**src/rtl/dot_product_stream.sv**
```systemverilog
// Streaming LANES-wide dot-product engine: 3-stage pipeline plus accumulator/result register.
// Define DOTP_SATURATE_EN for a clamping accumulator with a sticky per-vector overflow flag.
module dot_product_stream #(
  parameter int LANES          = 4,
  parameter int ELEM_WIDTH     = 8,
  parameter int ACC_WIDTH      = 32,
  parameter int BEAT_CNT_WIDTH = 16
) (
  input  logic                        clk,
  input  logic                        rst,
  input  logic                        in_valid,
  output logic                        in_ready,
  input  logic [LANES*ELEM_WIDTH-1:0] in_a,
  input  logic [LANES*ELEM_WIDTH-1:0] in_b,
  input  logic                        in_last,
  input  logic                        signed_mode,
  output logic                        out_valid,
  input  logic                        out_ready,
  output logic [ACC_WIDTH-1:0]        out_result,
  output logic [BEAT_CNT_WIDTH-1:0]   out_beats,
  output logic                        out_overflow
);

  localparam int DATA_WIDTH = LANES * ELEM_WIDTH;
  localparam int PROD_WIDTH = 2 * ELEM_WIDTH;
`ifdef DOTP_SATURATE_EN
  localparam int SUM_WIDTH  = ACC_WIDTH + PROD_WIDTH + $clog2(LANES) + 2;
`else
  localparam int SUM_WIDTH  = ACC_WIDTH;
`endif

  logic                      w_stall;
  logic                      w_beat_mode;
  logic                      r_in_first, r_vec_mode;
  logic                      r_s1_valid, r_s1_last, r_s1_first, r_s1_mode;
  logic [DATA_WIDTH-1:0]     r_s1_a, r_s1_b;
  logic                      r_s2_valid, r_s2_last, r_s2_first;
  logic [SUM_WIDTH-1:0]      w_prod    [LANES];
  logic [SUM_WIDTH-1:0]      r_s2_prod [LANES];
  logic                      r_s3_valid, r_s3_last, r_s3_first;
  logic [SUM_WIDTH-1:0]      w_lane_sum, r_s3_sum, w_base, w_total;
  logic [ACC_WIDTH-1:0]      r_acc, w_acc_next;
  logic [BEAT_CNT_WIDTH-1:0] r_cnt, w_cnt_next;
  logic                      r_out_valid;
  logic [ACC_WIDTH-1:0]      r_out_result;
  logic [BEAT_CNT_WIDTH-1:0] r_out_beats;

  // A result the consumer has not taken freezes the whole pipeline.
  assign w_stall     = r_out_valid && !out_ready;
  assign in_ready    = !w_stall;
  assign w_beat_mode = r_in_first ? signed_mode : r_vec_mode;

  always_ff @(posedge clk) begin
    if (rst) begin
      r_in_first <= 1'b1;
      r_vec_mode <= 1'b0;
      r_s1_valid <= 1'b0;
      r_s2_valid <= 1'b0;
      r_s3_valid <= 1'b0;
    end else if (!w_stall) begin
      r_s1_valid <= in_valid;
      r_s2_valid <= r_s1_valid;
      r_s3_valid <= r_s2_valid;
      if (in_valid) begin
        r_in_first <= in_last;
        if (r_in_first) r_vec_mode <= signed_mode;
      end
    end
  end

  // NOTE: datapath registers carry no reset; every consumer qualifies them with a stage valid.
  always_ff @(posedge clk) begin
    if (!w_stall) begin
      r_s1_a     <= in_a;
      r_s1_b     <= in_b;
      r_s1_last  <= in_last;
      r_s1_first <= r_in_first;
      r_s1_mode  <= w_beat_mode;
      r_s2_prod  <= w_prod;
      r_s2_last  <= r_s1_last;
      r_s2_first <= r_s1_first;
      r_s3_sum   <= w_lane_sum;
      r_s3_last  <= r_s2_last;
      r_s3_first <= r_s2_first;
    end
  end

  // Operands widened by mode so one unsigned multiplier serves both signed and unsigned lanes.
  for (genvar g = 0; g < LANES; g++) begin : g_lane
    logic [ELEM_WIDTH-1:0] w_ea, w_eb;
    logic [PROD_WIDTH-1:0] w_xa, w_xb, w_p;
    assign w_ea = r_s1_a[g*ELEM_WIDTH +: ELEM_WIDTH];
    assign w_eb = r_s1_b[g*ELEM_WIDTH +: ELEM_WIDTH];
    assign w_xa = {{ELEM_WIDTH{r_s1_mode & w_ea[ELEM_WIDTH-1]}}, w_ea};
    assign w_xb = {{ELEM_WIDTH{r_s1_mode & w_eb[ELEM_WIDTH-1]}}, w_eb};
    assign w_p  = w_xa * w_xb;
    if (SUM_WIDTH > PROD_WIDTH) begin : g_ext
      assign w_prod[g] = {{(SUM_WIDTH-PROD_WIDTH){r_s1_mode & w_p[PROD_WIDTH-1]}}, w_p};
    end else begin : g_noext
      assign w_prod[g] = w_p[SUM_WIDTH-1:0];
    end
  end

  // NOTE: blocking assignments in always_comb, with a default first so no latch is inferred.
  always_comb begin
    w_lane_sum = '0;
    for (int i = 0; i < LANES; i++) w_lane_sum = w_lane_sum + r_s2_prod[i];
  end

  assign w_cnt_next = r_s3_first ? BEAT_CNT_WIDTH'(1)
                    : (&r_cnt ? r_cnt : r_cnt + 1'b1);

`ifdef DOTP_SATURATE_EN
  localparam logic [SUM_WIDTH-1:0] SMAX = {{(SUM_WIDTH-ACC_WIDTH+1){1'b0}}, {(ACC_WIDTH-1){1'b1}}};
  localparam logic [SUM_WIDTH-1:0] SMIN = {{(SUM_WIDTH-ACC_WIDTH+1){1'b1}}, {(ACC_WIDTH-1){1'b0}}};
  localparam logic [SUM_WIDTH-1:0] UMAX = {{(SUM_WIDTH-ACC_WIDTH){1'b0}}, {ACC_WIDTH{1'b1}}};

  logic r_s2_mode, r_s3_mode, r_ovf, r_out_ovf, w_clamp, w_ovf_next;

  always_ff @(posedge clk) begin
    if (!w_stall) begin
      r_s2_mode <= r_s1_mode;
      r_s3_mode <= r_s2_mode;
    end
  end

  assign w_base  = r_s3_first ? '0 : {{(SUM_WIDTH-ACC_WIDTH){r_s3_mode & r_acc[ACC_WIDTH-1]}}, r_acc};
  assign w_total = w_base + r_s3_sum;

  always_comb begin
    w_acc_next = w_total[ACC_WIDTH-1:0];
    w_clamp    = 1'b0;
    if (r_s3_mode) begin
      if ($signed(w_total) > $signed(SMAX)) begin
        w_acc_next = SMAX[ACC_WIDTH-1:0];
        w_clamp    = 1'b1;
      end else if ($signed(w_total) < $signed(SMIN)) begin
        w_acc_next = SMIN[ACC_WIDTH-1:0];
        w_clamp    = 1'b1;
      end
    end else if (w_total > UMAX) begin
      w_acc_next = UMAX[ACC_WIDTH-1:0];
      w_clamp    = 1'b1;
    end
  end

  assign w_ovf_next = (!r_s3_first && r_ovf) || w_clamp;

  always_ff @(posedge clk) begin
    if (rst) begin
      r_ovf     <= 1'b0;
      r_out_ovf <= 1'b0;
    end else if (!w_stall && r_s3_valid) begin
      r_ovf <= w_ovf_next;
      if (r_s3_last) r_out_ovf <= w_ovf_next;
    end
  end

  assign out_overflow = r_out_ovf;
`else
  assign w_base       = r_s3_first ? '0 : r_acc;
  assign w_total      = w_base + r_s3_sum;
  assign w_acc_next   = w_total;
  assign out_overflow = 1'b0;
`endif

  always_ff @(posedge clk) begin
    if (rst) begin
      r_acc        <= '0;
      r_cnt        <= '0;
      r_out_valid  <= 1'b0;
      r_out_result <= '0;
      r_out_beats  <= '0;
    end else begin
      if (!w_stall && r_s3_valid) begin
        r_acc <= w_acc_next;
        r_cnt <= w_cnt_next;
      end
      if (!w_stall && r_s3_valid && r_s3_last) begin
        r_out_valid  <= 1'b1;
        r_out_result <= w_acc_next;
        r_out_beats  <= w_cnt_next;
      end else if (out_ready) begin
        r_out_valid  <= 1'b0;
      end
    end
  end

  assign out_valid  = r_out_valid;
  assign out_result = r_out_result;
  assign out_beats  = r_out_beats;

endmodule
```
**config.mk**
```make
export PLATFORM = sky130hd
export DESIGN_NAME = dot_product_stream
export DESIGN_NICKNAME = d
export VERILOG_FILES = /design/src/rtl/dot_product_stream.sv
export SDC_FILE = /design/constraint.sdc
export NUM_CORES = 1
export LEC_CHECK = 0
export BUFFER_PORTS_ARGS = -buffer_cell sky130_fd_sc_hd__buf_2
export CORE_MARGIN = 2
export CORE_UTILIZATION = 30
export DETAILED_ROUTE_END_ITERATION = 6
export GPL_ROUTABILITY_DRIVEN = 0
export SKIP_LAST_GASP = 1
export SYNTH_ARGS = -nofsm -noshare
export SYNTH_HDL_FRONTEND = slang
export SYNTH_SLANG_ARGS = --single-unit
```
**constraint.sdc**
```tcl
create_clock -name clk -period 11.71 [get_ports clk]
set_clock_uncertainty 0.05 [all_clocks]
set_input_delay 1.171 -clock clk [delete_from_list [all_inputs] [get_ports clk]]
set_output_delay 1.171 -clock clk [all_outputs]
set_load 0.02 [all_outputs]
```
# Word-level counts from Yosys, hierarchy flattened
# Index checks and enable logic that the tools add are counted.
[classes]
n_addsub = 5
multipliers = 4
n_mux = 6
bitwise = 13
reduce_logical = 8
[ops]
columns = ["cell", "n"]
rows = [
  ["multiplier 9 x 9 -> 16 bit", 4],
  ["adder 32 bit", 1],
  ["2-to-1 mux 16 bit", 2],
  ["2-to-1 mux 32 bit", 1],
  ["adder 19 x 17 -> 20 bit", 1],
  ["adder 18 x 17 -> 19 bit", 1],
  ["adder 17 x 17 -> 18 bit", 1],
  ["adder 16 x 1 -> 16 bit (second input constant)", 1],
  ["AND reduction 16 bit", 1],
  ["bitwise AND 1 bit", 12],
  ["logical AND 1 bit", 3],
  ["2-to-1 mux 1 bit", 3],
  ["logical NOT 1 bit", 2],
  ["AND reduction 2 bit", 1],
  ["nonzero test 2 bit", 1],
  ["NOT 1 bit", 1],
]
[word_totals]
ff_bits = 273
elab_cells = 60

# Longest topological paths before layout
# Gate-level depths: netlist of run 1.
[depth]
ltp_word = 6
ltp_mapped = 21
mapped_depth_nobuf = 21

# Worst setup path after synthesis of run 1
# No wires, ideal clock.
[synth_timing]
path_type = "input port to flip-flop"
start = "input out_ready"
end = "register r_out_result[3] (netlist: out_result[3])"
setup_time_ps = 128
t_arrival_ps = 7407
required_ps = 11532
setup_slack_ps = 4126
cell_stages = 9
cell_sequence = "nand2b_1 > clkbuf_1 > and2_1 > clkbuf_1 > nand2_1 > clkbuf_1 > clkbuf_1 > a21oi_1 > nor2_1"
[synth_between]
elab_chain_len = 5
[synth_lines]
columns = ["element", "line_no", "rtl"]
rows = [
  ["from (decl)", "18", "input logic out_ready,"],
  ["logical NOT 1 bit", "49", "assign w_stall = r_out_valid && !out_ready;"],
  ["logical AND 1 bit", "49", ""],
  ["logical NOT 1 bit", "--", ""],
  ["net in_ready", "12", "output logic in_ready,"],
  ["logical AND 1 bit (2 in series)", "179", "if (!w_stall && r_s3_valid && r_s3_last) begin"],
  ["to (signal assigned)", "181", "r_out_result <= w_acc_next;"],
  ["to (decl)", "45", "logic [ACC_WIDTH-1:0] r_out_result;"],
]
# The timed path passes the listed nets, and every way through them passes these cells.
# A chain may end at the register's enable or synchronous reset.

==> results.md, run 1 <==
Place:
- The worst slack at placement is 5.957 ns.
- Once placement finished, the instance area stood at 24,380 um2.
- The detailed-placement wirelength estimate is 37.83 mm.
- Input and output buffers added on the ports amount to 119.

Timing:
- The final total negative setup slack is 0 ns.
- Setup violations remaining at the end of the flow were counted as 0.
- Timing would allow up to 173.8 MHz.
- The max-slew violation count is 0.
- The setup slack after layout is 5.957 ns.
- The number of failing hold endpoints at the final stage came to 0.
- The worst slew margin relative to its limit is 39.35%.
- The final period utilization is 49.13%.
- Subtracting the final worst setup slack from the clock period gives 5.753 ns.
- At the pin with the least slew margin, the transition time is 0.9042 ns.
- Setup repair after global routing left no endpoint under its margin.

Global route:
- The number of antenna violations at the first check in global routing came to 2.
- The total overflow left after global routing is 0.
- The met1 routing resource usage after global routing is 17.71%.
- For met3 alone, demand over resource in global routing was 1.810%.
- The most crowded layer after global routing is met2.
- The met2 usage in global routing is 21.95%.
- The first-pass GRT wire length is 82.25 mm.
- The total routing usage reported by global routing is 13.08%.
- The pin count of the biggest net entering global routing is 69.
- The via count of the first global-routing pass is 15.58k.

Cells and area:
- The final cell area excluding filler cells is 25,550 um2.
- The number of inserted filler cells in the final layout is 7,750.
- The area growth from synthesis to layout is 12.15%.
- The layout cell share with drive strength beyond 1 is 8.668%.
- Cells fill 33.80% of the core in the end.
- At the end of the flow, the number of nets in the layout was 2,879.

Yosys:
- In the post-synthesis netlist, the biggest area contributors are fa_1 25%, edfxtp_1 21%, ha_1 10%, dfxtp_1 9.0%, inv_1 5.4%.
- The synthesized netlist net count is 2,792.
- In the synthesized netlist the async set-or-reset flop fraction comes to 0%.
- In this run, synthesis produced a sequential element count of 261.
- Synthesis instantiated 61 different standard cells from the library.
- The post-synthesis average cell area is 10.12 um2.
- The number of enable-type register cells in the synthesized netlist is 159.
- After synthesis the cells add up to 22,780 um2.
- The share of synthesized area occupied by flip-flops and latches is 29.93%.
- The synthesized design devotes to its leading area cell type 25.31% of total area.
- The biggest area contributor in the post-synthesis netlist is fa_1.
- The Yosys step of the flow raised 0 warnings.
- The most used flip-flop cell after synthesis is edfxtp_1.
- The synthesized instance count is 2,251.

Power and ir drop:
- IR analysis of the VDD net gives a maximum drop of 0.2414 mV.
- The power consumption is 0.006472 W.
- Power spread over the standard cell area amounts to 253.3 nW/um2.
- The analysis attributes to cell leakage a power of 11.61 nW.

Floorplan:
- The die extent in y is 279.6 um.
- Row generation in the floorplan step produced 101 rows.
- The horizontal die dimension is 279.6 um.
- For this configuration, the core starts out at a cell density of 30.14%.
- The number of ports placed on the die boundary is 121.
- The total core area is 75,570 um2.
- The die covers 78,150 um2.

Routing:
- In this run, the number of DRC markers left after iteration 0 of detailed routing was 780.
- The first detailed-routing pass took 5 iterations.
- In the final routed layout, each cell accounts on average for 14.77 um.
- The number of vias after detailed routing is 15.09k.
- The number of nets with antenna violations after detailed routing is 0.
- Using the TritonRoute via totals, the vias-per-cell ratio works out to 4.512.
- For this run, design rule violations remaining after detail routing come to 0.
- The routed design has 49.41 mm of wire.

Run status:
- The run finished with clean final reports.

Clocking:
- Clock-pin slew was measured on the worst setup and hold paths at 0.06 ns.
- TritonCTS created 35 clock buffers.
- The CTS tree is done.
- Once the clock tree was built, the setup fixing pass inserted 0 buffers.
- The root buffer selected by CTS is clkbuf_16.
- The count of clock tree sinks is 261.
- The clock reaches the later pin of the worst-skew pair after 0.58 ns.
- CTS built an H-tree with a depth of 2.
- The number of hold buffers added after cts is 0.
- The post-cts gate resize count is 0.
- The clock passes through at most 3 buffers.

Hold path:
- The end of the worst hold path is r_s3_first.
- Counting instances, the worst hold path has a depth of 0.
- In this run the most critical hold path is launched from r_s2_first.
- The worst hold path belongs to the class reg -> reg.

Critical path:
- STA classifies the critical path startpoint as a flip-flop.
- The worst setup slack for register-to-register paths is 5.96 ns.
- Among the stages of the critical path, the cell type that occurs most often is fa_1.
- The critical register-to-register path endpoint is r_s2_prod[16].
- The longest individual stage delay on the worst path is 0.49 ns.
- The slowest stage of the critical path is the fa_1 cell.
- The maximum fanout along the worst path is 24.
- STA classifies the critical path endpoint as a flip-flop.
- Measured in cells, the most critical reg-to-reg path has a length of 20.
- Data on the critical path arrives at its endpoint at 6.01 ns.
- The critical path goes through buf_4, nand2_1, or2_2, fa_1, fa_1, inv_1, fa_1, fa_1, inv_1, fa_1, inv_1, ha_1, a21oi_1, o21bai_1, a21oi_1, o21ai_0, a21o_1, a21oi_1, xnor2_1, and2_1.
- The origin of the critical flop-to-flop path is r_s1_mode.
- The critical path in this run is classified as reg -> reg.
- At the worst endpoint, the required time is 11.96 ns.

Flow run:
- The tool flagged a number of max-cap violations equal to 0.
[how the worst max path moves through the flow]
stage | from | end | slack (ns) | cells after the start
after floorplan | out_ready | out_result[3] | 4.13 | 9
after global placement | r_s1_mode | r_s2_prod[112] | 6.05 | 20
after detailed placement | r_s1_mode | r_s2_prod[16] | 5.96 | 20
after CTS | r_s1_mode | r_s2_prod[16] | 5.91 | 20
after global routing | r_s1_mode | r_s2_prod[80] | 5.65 | 20
final | r_s1_mode | r_s2_prod[16] | 5.96 | 20
[cells in the final DEF (no fill, tap or decap), drive strengths merged, types with 29 or more instances in the layout]
cell / count
a21o: 31
a21oi: 126
and2: 161
buf: 128
clkbuf: 47
dfxtp: 102
edfxtp: 159
fa: 288
ha: 183
inv: 335
nand2: 274
nand3: 29
nor2: 81
nor2b: 42
o21ai: 45
xnor2: 97
[cell families after synthesis]
family	Yosys count	share of synthesized area [%]
adders and majority gates	471	35.36
other	1	0.01646
and+or+nand+nor	674	14.51
xor gates and xnor gates	123	4.729
DFF	261	29.93
AOI/OAI and AO/OA	303	8.300
buffers and inverters	409	6.756
muxes	9	0.4010
[Yosys cell counts, types with 29 or more instances]
master,instances
a21o_1,31
a21oi_1,126
and2_1,161
clkbuf_1,72
dfxtp_1,102
edfxtp_1,159
fa_1,288
ha_1,183
inv_1,330
nand2_1,274
nand3_1,29
nor2_1,81
nor2b_1,42
o21ai_0,44
xnor2_1,97
[sequential cells by signal (all words and copies together), names as in the netlist, 16 cells and up]
name and cells:
r_acc 32, out_beats 16, r_s3_sum 20, r_s1_b 32
r_s1_a 32, r_cnt 16, out_result 32, r_s2_prod 68
[cell type report]
| type | count | area, um2 | area share, % |
|---|---|---|---|
| Multi-Input combinational cell | 1581 | 14430 | 56.50 |
| Sequential cell | 261 | 6817 | 26.68 |
| Inverter | 331 | 1242 | 4.864 |
| Tap cell | 978 | 1224 | 4.790 |
| Clock buffer | 47 | 960.9 | 3.762 |
| Timing Repair Buffer | 128 | 665.6 | 2.606 |
| Clock inverter | 17 | 201.4 | 0.7886 |
| Antenna cell | 1 | 2.502 | 0.009796 |
[where the power goes]
part	internal [W]	total [W]	switching (W)	leakage, nW
registers	0.00141	0.00156	0.000151	2.51
clock network	0.000634	0.00108	0.000446	0.559
logic	0.00178	0.00383	0.00205	8.54
total	0.00382	0.00647	0.00265	11.6
[layer usage]
layer | vias to the layer above | part of all wire [%]
li1 | 7445 | -
met1 | 7359 | 46
met2 | 232 | 48
met3 | 51 | 3.5
met4 | 0 | 1.9
met5 | - | 0
[through the flow]
step | hold slack [ns] | instances
2_1_floorplan | 0.3503 | 2251
3_3_place_gp | 0.3523 | 3279
3_5_place_dp | 0.3552 | 3279
4_1_cts | 0.3695 | 3343
5_1_grt | 0.3780 | 3344
6_report | 0.3685 | 3344
[worst max-delay path, delay by kind of cell (launching register included)]
kind | cells | cell delay (ns)
buf+inv | 4 | 0.44
fa+ha+maj | 6 | 2.68
simple gates | 3 | 0.82
xor+xnor | 1 | 0.12
flops | 1 | 0.32
compound gates | 6 | 1.07
Note: power is estimated with default switching activity, not from simulation.
==> run 2, diff against run 1 <==
clock period = 4.99 ns   (was 11.71 ns; I/O delays follow)
==> run 2 against run 1 <==
Design area increased by 4.8%. Sequential share of layout area decreased by 1.2 points. Worst setup slack got worse by 6.0 ns. Count of clock-buffer cells in the layout shrank 3. Combinational power grew to 2.6 times the previous value. Power rose by 150%. Cell count increased by 3.9%. Wire length is 2.5% higher. Flip-flop and latch count did not move. Global-route usage grew 0.31 points. Non-clock buffer count grew 136. The run now ends with negative setup slack left. Critical endpoint is now r_s2_prod[48].
==> results.md, run 2 (same netlist as run 1, synthesis figures left out) <==
Cells and area:
- The register with the most flip-flops in the final layout is r_s2_prod.
- Cells with a size suffix above 1 make up 15.17% of the layout.
- The area of the multi-input gates is 14,650 um2.
- Leaving out fill and tap cells, the most frequent cell in the layout is inv_1.
- The final antenna diode count is 0.
- The post-layout net count is 3,014.
- The flip-flop count of the largest register, all copies and words added is 68.
- The final standard cell count with taps included and fillers excluded is 3,476.
- Compared with the post-synthesis result, the final layout area differs by 17.58%.
- The number of inserted filler cells in the final layout is 7,674.
- The sequential cell area is 6817 um2.
- In the layout the commonest cells are 327 x inv_1, 288 x fa_1, 265 x nand2_1.

Timing:
- The setup slack after layout is -0.08129 ns.
- The max-slew violation count was 0.
- Setup repair after global routing could not meet its margin everywhere.
- The number of failing hold endpoints at the final stage came to 0.
- For the pin with the worst max-slew slack, the measured transition is 0.9086 ns.
- The count of final setup violators is 6.
- The final period utilization is 101.6%.
- The worst slew margin relative to its limit is 39.05%.
- For the finished layout, the period the worst path requires is 5.071 ns.
- Static timing analysis puts the maximum clock frequency at 197.2 MHz.

Global route:
- The total congestion overflow after global routing is 0.
- The first global-routing pass estimated 84.59 mm of wire.
- The number of antenna violations at the first check in global routing is 1.
- For this run, the total global-route usage over all layers was measured as 13.40%.
- The pin count of the biggest net entering global routing is 133.
- The via count of the first global-routing pass came to 16.23k.

Routing:
- In the routed layout, each cell is associated on average with a via count of 4.510.
- Detailed routing inserted a total of 15.68k vias.
- The first detailed-routing pass ran for 7 iterations.
- In the routed design, unresolved DRC markers number 0.
- The number of DRC markers after the initial detailed-route iteration is 684.
- The total detailed-routing wirelength is 50.65 mm.
- Dividing the detail-routed wire length by the instance count gives 14.57 um.
- The number of nets with antenna violations after detailed routing is 0.

Critical path:
- On the worst path, the slowest cell contributes a delay of 0.52 ns.
- The kind of capture point of the worst setup path is a flip-flop.
- The most repeated library cell on the critical path is fa_1.
- The data arrival at the endpoint of the critical path is 5.34 ns.
- The setup check on the worst reg-to-reg path leaves a slack of -0.08 ns.
- The largest individual stage delay along the critical path comes from the cell fa_1.
- The critical path class is reg -> reg.
- STA classifies the critical path startpoint as a flip-flop.
- The critical register-to-register path endpoint is r_s2_prod[48].
- Along the worst path, the maximum fanout reaches 7.
- Walking the worst path, the cells encountered are buf_4, buf_6, buf_4, buf_4, and3_1, fa_1, fa_1, fa_1, inv_1, fa_1, inv_1, ha_1, ha_1, a21oi_2, o21ai_2, a21o_1, a21oi_2, xnor2_1, and2_1.
- STA puts the critical path data required time at 5.26 ns.
- The startpoint identified for the worst register-to-register timing path is r_s1_mode.
- The depth of the most critical reg-to-reg path is 19.

Place:
- The worst slack at placement is -0.07302 ns.
- The wire-length estimate of the detail-placed layout is 39.83 mm.
- The number of buffers added on ports is 119.
- The number of placed cells counting well taps is 3,402.

Hold path:
- The end of the worst hold path is r_s1_a[6].
- The number of cells on the worst hold path is 1.
- The worst hold path begins at in_a[6].
- The path type of the worst min-delay path is in -> reg.

Power and ir drop:
- For this design the ratio of total power to cell area is 597.4 nW/um2.
- The worst supply voltage drop on vdd is 0.5196 mV.
- The static power due to leakage is 12.31 nW.

Run status:
- The run finished, with violations left.
- The final reports fail on negative setup slack.

Floorplan:
- The die is 279.6 um wide.
- The die extent in y is 279.6 um.
- Once the floorplan was initialized, standard cells occupied 30.14% of the core.
- The total core area is 75,570 um2.
- The number of placement rows is 101.
- The die covers 78,150 um2.
- The number of ports placed on the die boundary is 121.

Clocking:
- The H-tree was split into 2 levels.
- The later-pin clock latency in the skew report is 0.56 ns.
- The register clock-pin slew on the reported worst setup and hold paths is 0.07 ns.
- The number of hold buffers added after cts is 0.
- The root buffer selected by CTS is clkbuf_16.
- The maximum count of clock buffers along a single path is 3.
- Buffers inserted during clock tree synthesis total 34.
- TritonCTS built the clock tree.
- The count of clock tree sinks is 261.

Flow run:
- The max-capacitance violation count is 0.
-- run 2: power by group --
group	leakage, nW	internal (W)	switching [W]
Combinational	9.24	0.00475	0.00511
Sequential	2.51	0.00331	0.000319
Clock	0.551	0.00147	0.00104
-- run 2: worst max-delay path by stage --
| stage | start | end | slack [ns] | cells after the start |
|---|---|---|---|---|
| 3_3_place_gp | r_s1_mode | r_s2_prod[112] | -0.03 | 20 |
| 3_5_place_dp | r_s1_mode | r_s2_prod[112] | -0.07 | 20 |
| 5_1_grt | r_s1_mode | r_s2_prod[112] | -0.34 | 20 |
| 6_report | r_s1_mode | r_s2_prod[48] | -0.08 | 19 |
| 2_1_floorplan | r_s1_mode | r_s2_prod[16] | -0.002 | 20 |
| 4_1_cts | r_s1_mode | r_s2_prod[112] | -0.09 | 20 |
-- run 2: timing repair --
| item | 4_1_cts | 5_1_grt |
|---|---|---|
| cloned | 0 | 0 |
| pin swaps | 1 | 18 |
| resized for setup | 0 | 23 |
| setup buffers | 3 | 10 |
| setup endpoints to repair | 7 | 16 |
-- run 2: cell type report --
class                   instances  share of cell area (%)
repair buffers                264                   6.409
flip-flops and latches        261                   25.45
clock inverters                17                  0.7194
well taps                     978                   4.569
inverters                     331                   4.639
multi-input cells            1581                   54.69
clock buffers                  44                   3.527
-- run 2: per-stage QoR --
step           utilization (%)  power [W]  hold WS, ns  cell area, um2    TNS, ns
3_3_place_gp             33.67    0.01319       0.3565           25440   -0.03465
6_report                 35.44    0.01600      0.05924           26780    -0.2853
3_5_place_dp             33.67    0.01331       0.3561           25440    -0.3269
2_1_floorplan                -    0.01089       0.3503           22910  -0.004332
4_1_cts                  35.20    0.01599      0.01804           26600    -0.3549
5_1_grt                  35.44    0.01764      0.03180           26780     -2.815
-- run 2: metal layers --
metal | GRT usage, % | share of wire [%] | wire [um] | vias up
met3 | 1.802 | 3.6 | 1847 | 53
met2 | 22.38 | 47 | 23830 | 254
met1 | 18.33 | 47 | 23960 | 7650
met4 | 3.305 | 2.0 | 1003 | 0
li1 | - | - | - | 7721
met5 | 0 | 0 | 0 | -
-- run 2: worst max-delay path, delay by kind of cell (launching register included) --
family	cells	cell delay, ns
adder cells (fa/ha/maj)	6	2.61
flip-flops	1	0.44
AND/OR/NAND/NOR	2	0.38
buffers and inverters	6	0.65
XOR/XNOR	1	0.10
AO/OA/AOI/OAI	4	0.58
==> run 3, diff against run 2 <==
CORE_UTILIZATION = 50   (was 30)
PLACE_DENSITY = 0.7   (was unset)
SETUP_SLACK_MARGIN = 0.4   (was unset)
==> run 3 against run 2 <==
The run still ends with negative setup slack left. Via count up 2.7%. Sequential share of layout area rose by 0.24 points. Count of clock-buffer cells in the layout decreased by 10. Worst setup slack lost 0.070 ns. Register-to-register slack got worse by 0.07 ns. Maximum frequency shrank 1.4%. Power rose by 3.1%. Critical path depth rose by 2. Critical path type unchanged.
==> results.md, run 3 (same netlist as run 1, synthesis figures left out) <==
Cells and area:
- The flip-flop count of the largest register, all copies and words added is 68.
- The number of inserted filler cells in the final layout is 3,755.
- At the end of the flow the core is filled with cells to 58.73%.
- The repair_antennas step left the layout with diodes totalling 0.
- The area growth from synthesis to layout is 16.50%.
- After the flow finishes, the layout carries non-filler instances totaling 3,103.
- Counting flops per register, the top entry is r_s2_prod.
- The layout cell share with drive strength beyond 1 is 16.70%.
- The library cell used most frequently in the layout, excluding fill and tap cells, is inv_1.
- Leaving out fill and tap cells, the most frequent cells in the layout are 318 x inv_1, 287 x fa_1, 264 x nand2_1.
- The post-layout net count is 3,020.

Floorplan:
- The region available for standard cell placement spans 45,190 um2.
- The number of placement rows is 78.
- Once the floorplan was initialized, standard cells occupied 50.41% of the core.
- The horizontal die dimension is 217.4 um.
- The area enclosed by the die boundary is 47,280 um2.
- During I/O placement, the number of pins put on the boundary was 121.
- From bottom edge to top edge, the die measures 217.4 um.

Routing:
- Dividing the detail-routed wire length by the instance count gives 15.79 um.
- The count of unresolved DRC violations after routing is 0.
- The detailed router finished its first iteration with 975 violations.
- Across all layers, the routed design uses 16.10k vias.
- The first TritonRoute pass finished after 5 iterations.
- The number of nets with antenna violations after detailed routing is 0.
- Using the TritonRoute via totals, the vias-per-cell ratio works out to 5.188.
- The final layout contains routed wiring with a total length of 49.01 mm.

Clocking:
- No sink is reached through more buffers than the 3 on the longest clock path.
- In this run the number of H-tree levels came out at 1.
- Clock latency on the worst-skew pair, taken at its later pin, is 0.58 ns.
- The register clock-pin slew on the reported worst setup and hold paths is 0.06 ns.
- For this design, the CTS-stage hold fixing added 0 buffers.
- The root buffer selected by CTS is clkbuf_16.
- Clock tree synthesis found a total of 261 sinks.
- The CTS tree is done.
- The number of CTS-inserted buffers is 31.

Global route:
- The via count of the first global-routing pass is 16.85k.
- The number of antenna violations at the first check in global routing was 0.
- The first-pass GRT wire length is 81.79 mm.
- The total congestion overflow after global routing is 0.
- Across every metal layer, demand over resource in global routing totals 21.25%.
- The pin count of the biggest net entering global routing is 78.

Hold path:
- For hold timing, the worst endpoint is r_s1_a[19].
- Counting instances, the worst hold path has a depth of 1.
- The startpoint of the worst hold path is in_a[19].
- The path class of the tightest hold or removal check is in -> reg.

Timing:
- The count of final setup violators is 9.
- The final critical path takes up 103.0% of the cycle.
- The shortest period the worst path allows is 5.141 ns.
- Setup repair after global routing could not meet its margin everywhere.
- The max-slew violation count is 0.
- Static timing analysis puts the maximum clock frequency at 194.5 MHz.
- For the pin with the worst max-slew slack, the measured transition is 0.9653 ns.
- The number of failing hold endpoints at the final stage is 0.
- Once routing completed, OpenROAD measured the worst setup slack at -0.1511 ns.
- The worst slew margin relative to its limit is 35.65%.

Power and ir drop:
- The design internal power is 0.009880 W.
- The sequential share of power is 21.9%.
- The static power due to leakage is 12.42 nW.
- The part of the total power dissipated in combinational logic is 63.7%.
- The worst-case IR drop observed on VDD is 0.5362 mV.
- The switching power share of the total is 40.13%.
- The share of total power dissipated in the clock network is 14.4%.
- The power density over the cells is 621.9 nW/um2.
- The analysis attributes to net switching a power of 0.006622 W.

Critical path:
- Along the worst path, the maximum fanout reaches 6.
- The critical register-to-register path endpoint is r_s2_prod[16].
- STA classifies the critical path startpoint as a flip-flop.
- The worst setup path is captured at a flip-flop.
- For this design, the slowest cell found on the critical path is fa_1.
- The number of buffers and inverters on the critical path is 5.
- The worst setup slack for register-to-register paths is -0.15 ns.
- The origin of the critical flop-to-flop path is r_s1_mode.
- Walking the worst path, the cells encountered are buf_12, buf_4, nand2_4, or2_4, fa_1, fa_1, inv_1, fa_1, fa_1, inv_1, fa_1, inv_2, ha_4, a21oi_2, o21bai_1, a21oi_2, o21ai_2, a21o_1, a21oi_2, xnor2_1, and2_1.
- Among the stages of the critical path, the cell type that occurs most often is fa_1.
- STA puts the critical path data required time at 5.27 ns.
- By startpoint and endpoint, the worst setup path is classified as reg -> reg.
- On the worst path, the slowest cell contributes a delay of 0.51 ns.
- The kind of cell adding the most delay to the critical path is adder cells.
- The data arrival at the endpoint of the critical path is 5.42 ns.
- The depth of the most critical reg-to-reg path is 21.

Place:
- Once detailed placement completed, the half-perimeter wirelength came to 37.73 mm.
- The number of placed cells counting well taps is 2,999.
- Buffers placed on the I/O ports in this run total 119.

Run status:
- The final reports fail on negative setup slack.
- The flow ran to the end, but the final reports show violations.

Flow run:
- The max-capacitance violation count is 0.
-- run 3: changes by cell type in the layout (fill, tap and decap cells not counted), moves of 4 or more --
| cell | change |
|---|---|
| clkbuf_16 | -5 |
| xnor2_1 | -9 |
| inv_1 | -9 |
| inv_2 | +8 |
| buf_6 | +12 |
| clkbuf_1 | -4 |
| buf_4 | -4 |
| a21oi_1 | -4 |
| inv_6 | +4 |
| xnor2_2 | +9 |
-- run 3: worst max-delay path by stage --
stage	from	to	depth (start not counted)	slack [ns]
after floorplan	r_s1_mode	r_s2_prod[16]	20	0.07
after global placement	r_s1_mode	r_s2_prod[112]	20	0.02
after detailed placement	r_s1_mode	r_s2_prod[112]	20	-0.11
after CTS	r_s1_mode	r_s2_prod[112]	20	-0.05
after global routing	r_s1_mode	r_s2_prod[110]	20	-0.29
final	r_s1_mode	r_s2_prod[16]	21	-0.15
-- run 3: per-stage QoR --
| stage | TNS [ns] | hold WS (ns) | cell area (um2) | total power (W) | setup slack [ns] |
|---|---|---|---|---|---|
| floorplan | 0 | 0.3503 | 22980 | 0.01097 | 0.07235 |
| CTS | -0.1428 | 0.005302 | 26310 | 0.01621 | -0.05178 |
| finish | -0.6694 | 0.03557 | 26540 | 0.01650 | -0.1511 |
| global route | -3.113 | 0.02138 | 26540 | 0.01808 | -0.2861 |
| detailed placement | -0.2155 | 0.3561 | 24840 | 0.01324 | -0.1092 |
| global placement | 0 | 0.3558 | 24840 | 0.01292 | 0.02136 |
-- run 3: metal layers --
| layer | track usage (%) | routed length, um | part of all wire [%] |
|---|---|---|---|
| met2 | 38.68 | 25410 | 52 |
| met5 | 0 | 0 | 0 |
| met4 | 5.183 | 890 | 1.8 |
| met3 | 2.385 | 1935 | 3.9 |
| met1 | 26.97 | 20770 | 42 |
-- run 3: cell type report --
| type | count | area, um2 | area share [%] |
|---|---|---|---|
| multi-input combinational | 1581 | 14800 | 55.78 |
| sequential | 261 | 6817 | 25.69 |
| timing repair buffer | 273 | 1847 | 6.959 |
| inverter | 331 | 1245 | 4.691 |
| clock buffer | 34 | 797.0 | 3.003 |
| tap | 600 | 750.7 | 2.829 |
| clock inverter | 23 | 277.8 | 1.047 |
-- run 3: power groups by stage --
stage / Clock, W / Sequential (W) / Combinational (W)
after floorplan: 0 / 0.00353 / 0.00744
after global placement: 0 / 0.00366 / 0.00926
after detailed placement: 0 / 0.00367 / 0.00957
after CTS: 0.00243 / 0.00362 / 0.0102
after global routing: 0.00251 / 0.00366 / 0.0119
final: 0.00237 / 0.00361 / 0.0105
-- run 3: repair_timing --
item / CTS / global route
pin swaps: 36 / 24
endpoints found under the setup margin: 25 / 28
buffers inserted: 34 / 12
cloned: 1 / 0
gates resized for setup: 22 / 31
